File: src/rtl/serial_chunk_adder.sv
// rtl/serial_chunk_adder.sv - chunk-serial a+b+cin adder with valid/ready handshakes
// Adds CHUNK bits per clock, rippling the carry between beats through a register.
module serial_chunk_adder #(
  parameter int WIDTH  = 16,
  parameter int CHUNK  = 4,
  parameter bit SIGNED = 1'b0
) (
  input  logic             clk,
  input  logic             rst_n,
  input  logic             in_valid,
  output logic             in_ready,
  input  logic [WIDTH-1:0] a,
  input  logic [WIDTH-1:0] b,
  input  logic             cin,
  output logic             out_valid,
  input  logic             out_ready,
  output logic [WIDTH-1:0] sum,
  output logic             cout,
  output logic             ovf,
  output logic             busy
);
  localparam int NBEATS = WIDTH / CHUNK;
  localparam int CW = (NBEATS > 1) ? $clog2(NBEATS) : 1;
  localparam logic [CW-1:0] LAST = CW'(NBEATS - 1);

  generate
    if ((WIDTH % CHUNK) != 0) begin : g_bad_chunk
      $error("serial_chunk_adder: WIDTH must be a multiple of CHUNK");
    end
  endgenerate

  typedef enum logic [1:0] {S_IDLE, S_RUN, S_DONE} state_t;

  state_t           state_q, state_d;
  logic [WIDTH-1:0] a_q, a_d, b_q, b_d, sum_q, sum_d;
  logic [CW-1:0]    cnt_q, cnt_d;
  logic             carry_q, carry_d, cout_q, cout_d, ovf_q, ovf_d;

  // Operands shift right each beat so the active chunk always sits in the low bits.
  logic [CHUNK:0]   beat_add;
  logic [WIDTH-1:0] sum_shift;
  logic             msb_carry_in;

  assign beat_add = {1'b0, a_q[CHUNK-1:0]} + {1'b0, b_q[CHUNK-1:0]} + {{CHUNK{1'b0}}, carry_q};
  assign msb_carry_in = beat_add[CHUNK-1] ^ a_q[CHUNK-1] ^ b_q[CHUNK-1];

  // Result chunks enter from the top; after NBEATS beats the sum is fully aligned.
  generate
    if (CHUNK == WIDTH) begin : g_one_beat
      assign sum_shift = beat_add[CHUNK-1:0];
    end else begin : g_multi_beat
      assign sum_shift = {beat_add[CHUNK-1:0], sum_q[WIDTH-1:CHUNK]};
    end
  endgenerate

  always_comb begin
    state_d = state_q;
    a_d     = a_q;
    b_d     = b_q;
    sum_d   = sum_q;
    cnt_d   = cnt_q;
    carry_d = carry_q;
    cout_d  = cout_q;
    ovf_d   = ovf_q;
    case (state_q)
      S_IDLE: begin
        if (in_valid) begin
          a_d     = a;
          b_d     = b;
          carry_d = cin;
          cnt_d   = '0;
          state_d = S_RUN;
        end
      end
      S_RUN: begin
        a_d     = a_q >> CHUNK;
        b_d     = b_q >> CHUNK;
        sum_d   = sum_shift;
        carry_d = beat_add[CHUNK];
        cnt_d   = cnt_q + 1'b1;
        if (cnt_q == LAST) begin
          cout_d  = beat_add[CHUNK];
          ovf_d   = SIGNED ? (msb_carry_in ^ beat_add[CHUNK]) : beat_add[CHUNK];
          state_d = S_DONE;
        end
      end
      S_DONE: begin
        if (out_ready) begin
          state_d = S_IDLE;
        end
      end
      default: state_d = S_IDLE;
    endcase
  end

  always_ff @(posedge clk or negedge rst_n) begin
    if (!rst_n) begin
      state_q <= S_IDLE;
      a_q     <= '0;
      b_q     <= '0;
      sum_q   <= '0;
      cnt_q   <= '0;
      carry_q <= 1'b0;
      cout_q  <= 1'b0;
      ovf_q   <= 1'b0;
    end else begin
      state_q <= state_d;
      a_q     <= a_d;
      b_q     <= b_d;
      sum_q   <= sum_d;
      cnt_q   <= cnt_d;
      carry_q <= carry_d;
      cout_q  <= cout_d;
      ovf_q   <= ovf_d;
    end
  end

  assign in_ready  = (state_q == S_IDLE);
  assign out_valid = (state_q == S_DONE);
  assign busy      = (state_q != S_IDLE);
  assign sum       = sum_q;
  assign cout      = cout_q;
  assign ovf       = ovf_q;

endmodule

File: config.mk
export PLATFORM = sky130hd
export DESIGN_NAME = serial_chunk_adder
export DESIGN_NICKNAME = d
export VERILOG_FILES = /design/src/rtl/serial_chunk_adder.sv
export SDC_FILE = /design/constraint.sdc
export NUM_CORES = 1
export LEC_CHECK = 0
export BUFFER_PORTS_ARGS = -buffer_cell sky130_fd_sc_hd__buf_2
export CORE_MARGIN = 4
export CORE_UTILIZATION = 45
export DETAILED_ROUTE_END_ITERATION = 12
export PLACE_DENSITY = 0.7
export SYNTH_ARGS = -nofsm -noshare
export SYNTH_HDL_FRONTEND = slang
export SYNTH_SLANG_ARGS = --single-unit
File: constraint.sdc
create_clock -name clk -period 1.7 [get_ports clk]
set_clock_uncertainty 0.15 [all_clocks]
set_input_delay 0.34 -clock clk [delete_from_list [all_inputs] [get_ports clk]]
set_output_delay 0.34 -clock clk [all_outputs]
set_load 0.02 [all_outputs]
After elaboration in Yosys (flattened, before gate mapping)
Cells that the tools add are included.
{"block": "totals", "regBits": 54, "in_bits": 37}
{"block": "classes", "add_sub_neg": 3, "eq_ne": 6, "n_mux": 12, "n_reduce_logical": 6}
{"operator": "case mux 16 bit (2 select lines)", "count": 2}
{"operator": "2-to-1 mux 16 bit", "count": 2}
{"operator": "2-to-1 mux 2 bit", "count": 4}
{"operator": "case mux 2 bit (3 select lines)", "count": 1}
{"operator": "adder 4 x 4 -> 5 bit", "count": 1}
{"operator": "adder 5 x 1 -> 5 bit", "count": 1}
{"operator": "== test 2 bit, second input constant", "count": 2}
{"operator": "!= test 2 bit, second input constant", "count": 2}
{"operator": "case mux 2 bit (2 select lines)", "count": 1}
{"operator": "AND reduction 2 bit", "count": 2}
{"operator": "nonzero test 2 bit", "count": 2}
{"operator": "AND reduction 3 bit", "count": 1}
{"operator": "adder 2 x 1 -> 2 bit, second input constant", "count": 1}
{"operator": "== test 2 x 1 -> 1 bit, second input constant", "count": 1}
{"operator": "zero test 2 bit", "count": 1}
{"operator": "!= test 2 x 1 -> 1 bit, second input constant", "count": 1}
{"operator": "case mux 1 bit (2 select lines)", "count": 1}
{"operator": "2-to-1 mux 1 bit", "count": 1}

Depth between registers and ports, before layout
Gate-level depths: netlist (run 1).
{"block": "depth", "word_depth": 3, "mapped_depth": 6, "ltp_nobuf": 6}

Worst setup path after synthesis (run 1)
Ideal clock, no wire load.
{"block": "synth_timing", "path_kind": "reg2reg", "from": "reg a_q[0]", "to": "reg carry_q", "setup_time_ps": 134, "t_arrival_ps": 1381, "setup_slack_ps": 35, "stages_incl_launch_ff": 7, "synth_period_minus_slack_ps": 1665, "path_cell_list": "dfrtp_1 fa_1 inv_1 fa_1 nand2b_1 o2bb2ai_1 o211ai_1"}
{"block": "synth_between", "elab_chain_len": 3}
{"item": "start, declared", "line": "35", "source": "logic [WIDTH-1:0] a_q, a_d, b_q, b_d, sum_q, sum_d;"}
{"item": "start signal, assigned", "line": "99", "source": "a_q <= '0;"}
{"item": "start signal, assigned", "line": "108", "source": "a_q <= a_d;"}
{"item": "adder 4 x 4 -> 5 bit", "line": "44", "source": "assign beat_add = {1'b0, a_q[CHUNK-1:0]} + {1'b0, b_q[CHUNK-1:0]} + {{CHUNK{1'b0}}, carry_q};"}
{"item": "adder 5 x 1 -> 5 bit", "line": "44"}
{"item": "case mux 1 bit (2 select lines)", "line": "65", "source": "case (state_q)"}
{"item": "end signal, assigned", "line": "112", "source": "carry_q <= carry_d;"}
{"item": "end, declared", "line": "37", "source": "logic carry_q, carry_d, cout_q, cout_d, ovf_q, ovf_d;"}
No other way between the ends.
A chain may end at the register's enable or synchronous reset.

Worst setup path after layout (run 1)
{"block": "layout_timing", "from": "reg state_q[1]", "to": "out in_ready"}
{"block": "layout_between", "elab_chain_len": 1}
{"item": "start, declared", "line": "34", "source": "state_t state_q, state_d;"}
{"item": "start signal, assigned", "line": "107", "source": "state_q <= state_d;"}
{"item": "zero test 2 bit", "line": "118", "source": "assign in_ready = (state_q == S_IDLE);"}
{"item": "end, declared", "line": "11", "source": "output logic in_ready,"}
No other way between the ends.

==> results.sh, run 1 <==
export IMPL_final_nets=392
export IMPL_place_gp_congestion=0.869
export IMPL_ios=58
export IMPL_path_clk_slew_ns=0.11
export IMPL_cap_violations=0
export IMPL_yosys_warnings=0
export IMPL_hold_viol=0
export IMPL_crit_fanout=2
export IMPL_insertion_delay_ns=0.31
export IMPL_final_antenna_net_count=0
export IMPL_synth_seq_cells=54
export IMPL_ys_types=33
export IMPL_initial_core_util_pct=46.3
export IMPL_grt_pass1_wl_mm=10.7
export IMPL_comb_power_share_pct=49.5
export IMPL_rows=28
export IMPL_slew_viol_final=0
export IMPL_routedWlPerCell_um=14.8
export IMPL_ir_drop_mv=0.838
export IMPL_fmax_mhz=574
export IMPL_swShare_pct=42.9
export IMPL_syn_inst=288
export IMPL_worstHoldPathType="primary input to flop"
export IMPL_p_seq_share_pct=37.4
export IMPL_relSlewSlack_pct=80.4
export IMPL_die_area_mm2=0.00741
export IMPL_hold_worst_slack_ns=0.132
export IMPL_ctsLongestPathBuffers=2
export IMPL_numCtsBuffers=5
export IMPL_placedCellCount=414
export IMPL_synth_top_cell_by_area="dfrtp_1"
export IMPL_synth_area_leaders="dfrtp_1 (49%), nand2_1 (7.0%), nor2b_1 (6.6%)"
export IMPL_synth_top_cell_area_share_pct=49.2
export IMPL_drc=0
export IMPL_synthFlopType="dfrtp_1"
export IMPL_die_h_um=86.1
export IMPL_setup_violations=2
export IMPL_period_share_pct=103
export IMPL_fin_ws_ns=-0.0427
export IMPL_rsz0062_at_grt="true"
export IMPL_antennaDiodeCount=0
export IMPL_worst_pin_slew_ns=0.294
export IMPL_drt_initial_drc_count=144
export IMPL_status="finished with violations"
export IMPL_grt_overflow=0
export IMPL_cts_tree="built"
export IMPL_grt_use_total_pct=17.8
export IMPL_clkPwrFrac_pct=13.1
export IMPL_p_leak_nw=1.56
export IMPL_period_needed_ns=1.74
export IMPL_syn_avg_cell_area_um2=9.53
export IMPL_seq_area_frac_synth_pct=49.2
export IMPL_power_internal_mw=3.46
export IMPL_fin_setup_tns_ns=-0.0597
export IMPL_powerDensity_mw_per_mm2=1820
export IMPL_areaGrowthSynthToFinish_pct=21.2
export IMPL_clock_sinks=54
export IMPL_drive_above_1_share_pct=30.6
export IMPL_cts_root_buf="clkbuf_8"
export IMPL_io_buffers=57
export IMPL_synthArstFlopShare_pct=100
export IMPL_required_ns=1.21
export IMPL_path_class="flop to primary output"
export IMPL_place_hpwl_mm=4.31
export IMPL_grt_pass1_vias=2248
export IMPL_worstPathArrival_ns=1.25
export IMPL_place_ws_ns=-0.0266
export IMPL_via_count=2256
export IMPL_fin_cells=425
export IMPL_grt_max_degree=45
export IMPL_violations="setup timing"
export IMPL_firstDrtPassIters=4
export IMPL_synthesis_nets=331
export IMPL_synth_edf_count=0
export IMPL_end_kind="primary output"
export IMPL_avgViaCountPerCell=5.31
export IMPL_antenna_found_initial=0
export IMPL_syn_area_mm2=0.00274
export IMPL_h_tree_depth=2
export IMPL_core_area_mm2=0.00592
export IMPL_die_w_um=86.1
export IMPL_startpoint_type="flop"
export IMPL_p_sw_mw=2.59
export IMPL_totalWireLength_mm=6.27
-- synthesized netlist by cell type, types with 2 or more instances --
master	instances
dfrtp_1	54
nand2_1	51
o21ai_1	36
a21oi_1	32
nor2b_1	29
a22oi_1	15
a22oi_2	9
buf_2	8
clkbuf_1	7
inv_1	6
buf_6	5
and2b_1	4
ha_1	4
buf_4	3
nor2_1	3
a2bb2oi_1	2
fa_1	2
nand2b_1	2
o21ai_0	2
-- power by group through the flow --
stage                     combinational, mW  sequential, mW  clock [mW]
after detailed placement               2.82            2.29           0
final                                  3.00            2.26       0.791
after global placement                 2.75            2.27           0
after floorplan                        1.92            2.40           0
after CTS                              2.94            2.27       0.813
after global routing                   3.34            2.34       0.862
-- registers in the layout, summed over array words and instances (netlist names) --
name / flops
sum: 16
state_q: 2
cnt_q: 2
b_q: 16
a_q: 16
ovf: 1
carry_q: 1
-- worst max-delay path, stage by stage (launching register included) --
cell	delay, ns
dfrtp_2	0.43
buf_6	0.12
or2_4	0.23
inv_2	0.05
buf_6	0.10
-- cells by family (layout without fill, tap and decap cells) --
kind of cell	after synthesis	after routing	synth area share, %
fa+ha+maj	6	6	3.28
flops	54	54	49.2
buf+inv	29	91	6.11
xor+xnor	1	1	0.319
mux	1	1	0.365
compound gates	101	101	23.1
simple gates	96	96	17.6
-- what timing repair did --
item                                   4_1_cts  5_1_grt
setup buffers                                2        0
pin swaps                                    2        4
endpoints found under the hold margin       10        0
resized for setup                           11        8
setup endpoints to repair                    6        8
hold buffers                                 1        0
-- metrics by stage --
step / power (mW) / utilization [%] / instance area [um2]
CTS: 6.03 / 55.8 / 3300
global placement: 5.02 / 53.1 / 3150
finish: 6.05 / 56.2 / 3330
floorplan: 4.32 / - / 2740
detailed placement: 5.12 / 53.1 / 3150
global route: 6.54 / 56.2 / 3330
-- layout make-up --
class                           count  area (um2)
Timing Repair Buffer               77         494
Clock inverter                      2        16.3
Sequential cell                    54        1350
Fill cell                         531        2590
Clock buffer                        6        82.6
Tap cell                           75        93.8
Inverter                            6        22.5
Multi-Input combinational cell    205        1260
-- cell usage in the layout, fill, tap and decap left out, types with 2 or more instances in the layout --
| master | instances |
|---|---|
| buf_2 | 54 |
| dfrtp_1 | 52 |
| nand2_1 | 51 |
| o21ai_1 | 35 |
| a21oi_1 | 32 |
| nor2b_1 | 28 |
| buf_4 | 16 |
| a22oi_1 | 15 |
| a22oi_2 | 9 |
| clkbuf_8 | 6 |
| inv_1 | 4 |
| nor2_1 | 3 |
| and2b_1 | 3 |
| ha_1 | 3 |
| buf_6 | 3 |
| buf_12 | 3 |
| inv_2 | 2 |
| o21ai_0 | 2 |
| a2bb2oi_1 | 2 |
| fa_2 | 2 |
| dfrtp_2 | 2 |
-- path summary, 6_finish.rpt --
kind | start | cells past startpoint | endpoint | slack (ns)
max in group asynchronous | rst_n | 3 | sum[13]$_DFFE_PN0N_ | 0.59
min | a[8] | 3 | a_q[8]$_DFFE_PN0P_ | 0.13
min reg2reg | sum[2]$_DFFE_PN0N_ | 2 | sum[2]$_DFFE_PN0N_ | 0.33
max | state_q[1]$_DFFE_PN0P_ | 4 | in_ready | -0.04
min in group asynchronous | rst_n | 2 | sum[1]$_DFFE_PN0N_ | 0.28
max reg2reg | a_q[0]$_DFFE_PN0P_ | 6 | carry_q$_DFFE_PN0P_ | 0.02
-- layer usage --
layer	track usage [%]	vias to the layer above	wire length [um]
li1	-	1114	-
met1	23.7	1073	2970
met2	30.0	60	2910
met3	3.55	9	295
met4	4.03	0	99
met5	0	-	0
(Power assumes the default switching activity.)
==> run 2: changes to the inputs <==
- SKIP_CTS_REPAIR_TIMING: default -> 1
==> run 2 against run 1 <==
  * The flow still finishes with violations (setup timing)
  * First-iteration DRC count is 7.6% higher
  * Register-to-register slack barely moved
  * Sequential power barely moved
  * Non-clock buffer count is 5 higher
  * Die area unchanged
  * Final area is 1.6% higher
  * Count of clock-buffer cells in the layout is the same
==> results.sh, run 2 (synthesized netlist as in run 1, its figures left out) <==
export IMPL_grt_pass1_wl_mm=10.5
export IMPL_totalWireLength_mm=6.42
export IMPL_avgViaCountPerCell=5.26
export IMPL_grt_max_degree=45
export IMPL_period_share_pct=105
export IMPL_period_needed_ns=1.78
export IMPL_antennaDiodeCount=0
export IMPL_relSlewSlack_pct=81.4
export IMPL_die_w_um=86.1
export IMPL_worst_pin_slew_ns=0.279
export IMPL_placedCellCount=414
export IMPL_drive_above_1_share_pct=31.8
export IMPL_path_clk_slew_ns=0.11
export IMPL_drc=0
export IMPL_routedWlPerCell_um=14.9
export IMPL_insertion_delay_ns=0.31
export IMPL_grt_use_total_pct=17.5
export IMPL_final_nets=397
export IMPL_p_leak_nw=1.59
export IMPL_drt_initial_drc_count=155
export IMPL_end_kind="primary output"
export IMPL_path_class="flop to primary output"
export IMPL_powerDensity_mw_per_mm2=1820
export IMPL_violations="setup timing"
export IMPL_crit_fanout=7
export IMPL_die_area_mm2=0.00741
export IMPL_hold_viol=0
export IMPL_fin_ws_ns=-0.0807
export IMPL_die_h_um=86.1
export IMPL_fmax_mhz=562
export IMPL_final_common_cell="buf_2"
export IMPL_hold_worst_slack_ns=0.131
export IMPL_core_area_mm2=0.00592
export IMPL_p_total_mw=6.15
export IMPL_setup_violations=3
export IMPL_via_count=2260
export IMPL_startpoint_type="flop"
export IMPL_grt_pass1_vias=2208
export IMPL_areaGrowthSynthToFinish_pct=23.2
export IMPL_ctsLongestPathBuffers=2
export IMPL_initial_core_util_pct=46.3
export IMPL_final_antenna_net_count=0
export IMPL_io_buffers=57
export IMPL_mostFrequentLayoutCells="buf_2 (54), dfrtp_1 (52), nand2_1 (51)"
export IMPL_rows=28
export IMPL_cts_tree="built"
export IMPL_grt_overflow=0
export IMPL_clock_sinks=54
export IMPL_worstPathArrival_ns=1.29
export IMPL_h_tree_depth=2
export IMPL_fin_cells=430
export IMPL_ios=58
export IMPL_ir_drop_mv=0.786
export IMPL_place_ws_ns=-0.0266
export IMPL_required_ns=1.21
export IMPL_cap_violations=0
export IMPL_cts_root_buf="clkbuf_8"
export IMPL_worstHoldPathType="primary input to flop"
export IMPL_antenna_found_initial=0
export IMPL_place_gp_congestion=0.869
export IMPL_status="finished with violations"
export IMPL_slew_viol_final=0
export IMPL_place_hpwl_mm=4.31
export IMPL_numCtsBuffers=5
export IMPL_firstDrtPassIters=4
export IMPL_rsz0062_at_grt="true"
## run 2: cell types whose count changed in the layout (fill, tap and decap cells not counted)
cell | before | now
o2bb2ai_4 | 0 | 1
ha_2 | 1 | 2
o2bb2ai_2 | 1 | 0
buf_6 | 3 | 2
ha_1 | 3 | 2
nor2b_4 | 0 | 1
nor2b_2 | 1 | 0
buf_4 | 16 | 22
## run 2: routing by layer
| layer | global-route usage (%) | vias up | wire length [um] |
|---|---|---|---|
| met4 | 2.59 | 0 | 32 |
| met1 | 23.5 | 1084 | 3000 |
| met3 | 3.55 | 5 | 297 |
| met5 | 0 | - | 0 |
| met2 | 29.8 | 50 | 3090 |
| li1 | - | 1121 | - |
## run 2: where the power goes
part	switching [mW]	internal [mW]
sequential	0.443	1.83
clock	0.461	0.337
combinational	1.73	1.36
total	2.63	3.52
## run 2: path summary, 6_finish.rpt
| path | cells after the start | endpoint | slack (ns) | start |
|---|---|---|---|---|
| max in group asynchronous | 3 | a_q[1]$_DFFE_PN0P_ | 0.58 | rst_n |
| worst max-delay path | 3 | busy | -0.08 | state_q[1]$_DFFE_PN0P_ |
| min in group asynchronous | 2 | sum[1]$_DFFE_PN0N_ | 0.28 | rst_n |
| worst min-delay path | 3 | a_q[8]$_DFFE_PN0P_ | 0.13 | a[8] |
| worst min register to register | 2 | sum[2]$_DFFE_PN0N_ | 0.33 | sum[2]$_DFFE_PN0N_ |
| worst max register to register | 6 | ovf$_DFFE_PN0P_ | 0.03 | a_q[0]$_DFFE_PN0P_ |
## run 2: critical path: stages (launching register included)
cell and delay (ns):
dfrtp_2 0.45, buf_6 0.14, or2_4 0.23, buf_4 0.16
## run 2: layout make-up
type	count	area (um2)
Tap cell	75	93.8
Multi-Input combinational cell	205	1280
Inverter	6	22.5
Sequential cell	54	1350
Clock inverter	2	16.3
Clock buffer	6	82.6
Timing Repair Buffer	82	528
Fill cell	527	2540
## run 2: through the flow
step	util (%)	TNS (ns)	area (um2)
floorplan	-	0	2740
global placement	53.1	0	3150
detailed placement	53.1	-0.0432	3150
CTS	54.8	-0.504	3240
global route	57.1	-0.292	3380
finish	57.1	-0.167	3380
==> run 3: changes to the inputs <==
- CORE_UTILIZATION: 45 -> 49
- PLACE_DENSITY: 0.7 -> 0.76
==> run 3 against run 2 <==
  * The run now ends clean
  * Non-clock buffer count fell by 3
  * First-iteration DRC count is 15% lower
  * Flip-flop and latch count unchanged
==> results.sh, run 3 (synthesized netlist as in run 1, its figures left out) <==
export IMPL_numCtsBuffers=5
export IMPL_place_ws_ns=-0.0242
export IMPL_final_common_cell="buf_2"
export IMPL_p_sw_mw=2.56
export IMPL_slew_viol_final=0
export IMPL_place_gp_congestion=0.860
export IMPL_core_area_mm2=0.00527
export IMPL_crit_path_max_incr_delay_ns=0.42
export IMPL_slowest_stage="dfrtp_1"
export IMPL_crit_fanout=2
export IMPL_cts_root_buf="clkbuf_8"
export IMPL_ctsLongestPathBuffers=2
export IMPL_hold_worst_slack_ns=0.147
export IMPL_firstDrtPassIters=4
export IMPL_busiest_layer="met2"
export IMPL_fin_area_mm2=0.00332
export IMPL_period_share_pct=99.8
export IMPL_totalWireLength_mm=6.13
export IMPL_end_kind="flop"
export IMPL_grt_use_total_pct=18.2
export IMPL_worstPathArrival_ns=1.74
export IMPL_place_hpwl_mm=4.13
export IMPL_mostFrequentLayoutCells="buf_2 (54), dfrtp_1 (52), nand2_1 (51)"
export IMPL_areaGrowthSynthToFinish_pct=21.0
export IMPL_setup_violations=0
export IMPL_startpoint_type="flop"
export IMPL_hold_path_depth=3
export IMPL_antenna_found_initial=0
export IMPL_grt_overflow=0
export IMPL_io_buffers=57
export IMPL_period_needed_ns=1.70
export IMPL_path_class="flop to flop"
export IMPL_swShare_pct=42.6
export IMPL_grt_max_degree=55
export IMPL_seq_area_mm2=0.00135
export IMPL_cts_tree="built"
export IMPL_fin_ws_ns=0.00356
export IMPL_required_ns=1.74
export IMPL_reg2reg_depth=6
export IMPL_grt_pass1_vias=2217
export IMPL_final_nets=394
export IMPL_crit_buf_inv=1
export IMPL_antennaDiodeCount=0
export IMPL_die_area_mm2=0.00686
export IMPL_multi_input_area_mm2=0.00126
export IMPL_fillers=467
export IMPL_worst_pin_slew_ns=0.384
export IMPL_clock_sinks=54
export IMPL_use_met2_pct=29.2
export IMPL_fin_setup_tns_ns=0
export IMPL_h_tree_depth=2
export IMPL_grt_pass1_wl_mm=10.4
export IMPL_hold_viol=0
export IMPL_comb_power_share_pct=50.4
export IMPL_path_delay_family="adder cells"
export IMPL_path_clk_slew_ns=0.10
export IMPL_powerDensity_mw_per_mm2=1810
export IMPL_crit_chain="fa_2 -> inv_2 -> fa_2 -> nand2b_4 -> o2bb2ai_2 -> o211ai_1"
export IMPL_clkPwrFrac_pct=12.6
export IMPL_die_h_um=82.8
export IMPL_grt_util_met1_pct=24.6
export IMPL_crit_cells=6
export IMPL_fmax_mhz=589
export IMPL_ir_drop_mv=1.10
export IMPL_ios=58
export IMPL_drt_initial_drc_count=131
export IMPL_drc=0
export IMPL_worstHoldPathType="primary input to flop"
export IMPL_placed_area_mm2=0.00313
export IMPL_via_count=2277
export IMPL_routedWlPerCell_um=14.5
export IMPL_relSlewSlack_pct=74.4
export IMPL_insertion_delay_ns=0.31
export IMPL_cap_violations=0
export IMPL_rows=26
export IMPL_initial_core_util_pct=52.1
export IMPL_use_met3_pct=3.66
export IMPL_p_leak_nw=1.57
export IMPL_power_internal_mw=3.46
export IMPL_avgViaCountPerCell=5.40
export IMPL_crit_top_cell="fa_2"
export IMPL_final_antenna_net_count=0
export IMPL_rsz0062_at_grt="true"
export IMPL_status="complete, no violations"
export IMPL_fin_util_pct=63.0
export IMPL_die_w_um=82.8
export IMPL_p_seq_share_pct=37.1
export IMPL_drive_above_1_share_pct=30.1
## run 3: cell types whose count changed in the layout (fill, tap and decap cells not counted), sizes merged
cell / previous run / this run
buf: 81 / 78
clkinv: 0 / 1
inv: 7 / 6
## run 3: worst min-delay path, delay by kind of cell
| kind | cells | cell delay (ns) |
|---|---|---|
| AOI/OAI and AO/OA | 2 | 0.15 |
| buffers and inverters | 1 | 0.08 |
## run 3: metrics by stage
step / std cells / total power, mW
after floorplan: 288 / 4.32
after global placement: 408 / 5.01
after detailed placement: 408 / 5.11
after CTS: 416 / 5.86
after global routing: 422 / 6.55
final: 422 / 6.03
## run 3: final timing paths
kind | slack [ns] | to | startpoint
max reg2reg | 0.004 | carry_q$_DFFE_PN0P_ | a_q[0]$_DFFE_PN0P_
min in group asynchronous | 0.41 | sum[5]$_DFFE_PN0N_ | rst_n
min | 0.15 | a_q[12]$_DFFE_PN0P_ | a[12]
max in group asynchronous | 0.72 | state_q[1]$_DFFE_PN0P_ | rst_n
min reg2reg | 0.33 | sum[0]$_DFFE_PN0N_ | sum[0]$_DFFE_PN0N_
max | 0.004 | carry_q$_DFFE_PN0P_ | a_q[0]$_DFFE_PN0P_
## run 3: power by group through the flow
stage,sequential (mW),combinational [mW],clock [mW]
5_1_grt,2.31,3.40,0.837
6_report,2.23,3.03,0.757
3_3_place_gp,2.26,2.75,0
3_5_place_dp,2.29,2.82,0
4_1_cts,2.26,2.83,0.769
2_1_floorplan,2.40,1.92,0
## run 3: layer usage
metal / vias to the layer above / routed length [um] / share of wire [%]
met4: 0 / 96 / 1.6
met5: - / 0 / 0
met2: 62 / 3010 / 49
li1: 1119 / - / -
met3: 10 / 349 / 5.7
met1: 1086 / 2680 / 44
## run 3: final cells by class
class                   instances  area share (%)
clock buffers                   6            2.49
well taps                      70            2.64
inverters                       6           0.678
repair buffers                 79            15.1
flip-flops and latches         54            40.8
multi-input cells             205            37.9
clock inverters                 2           0.377
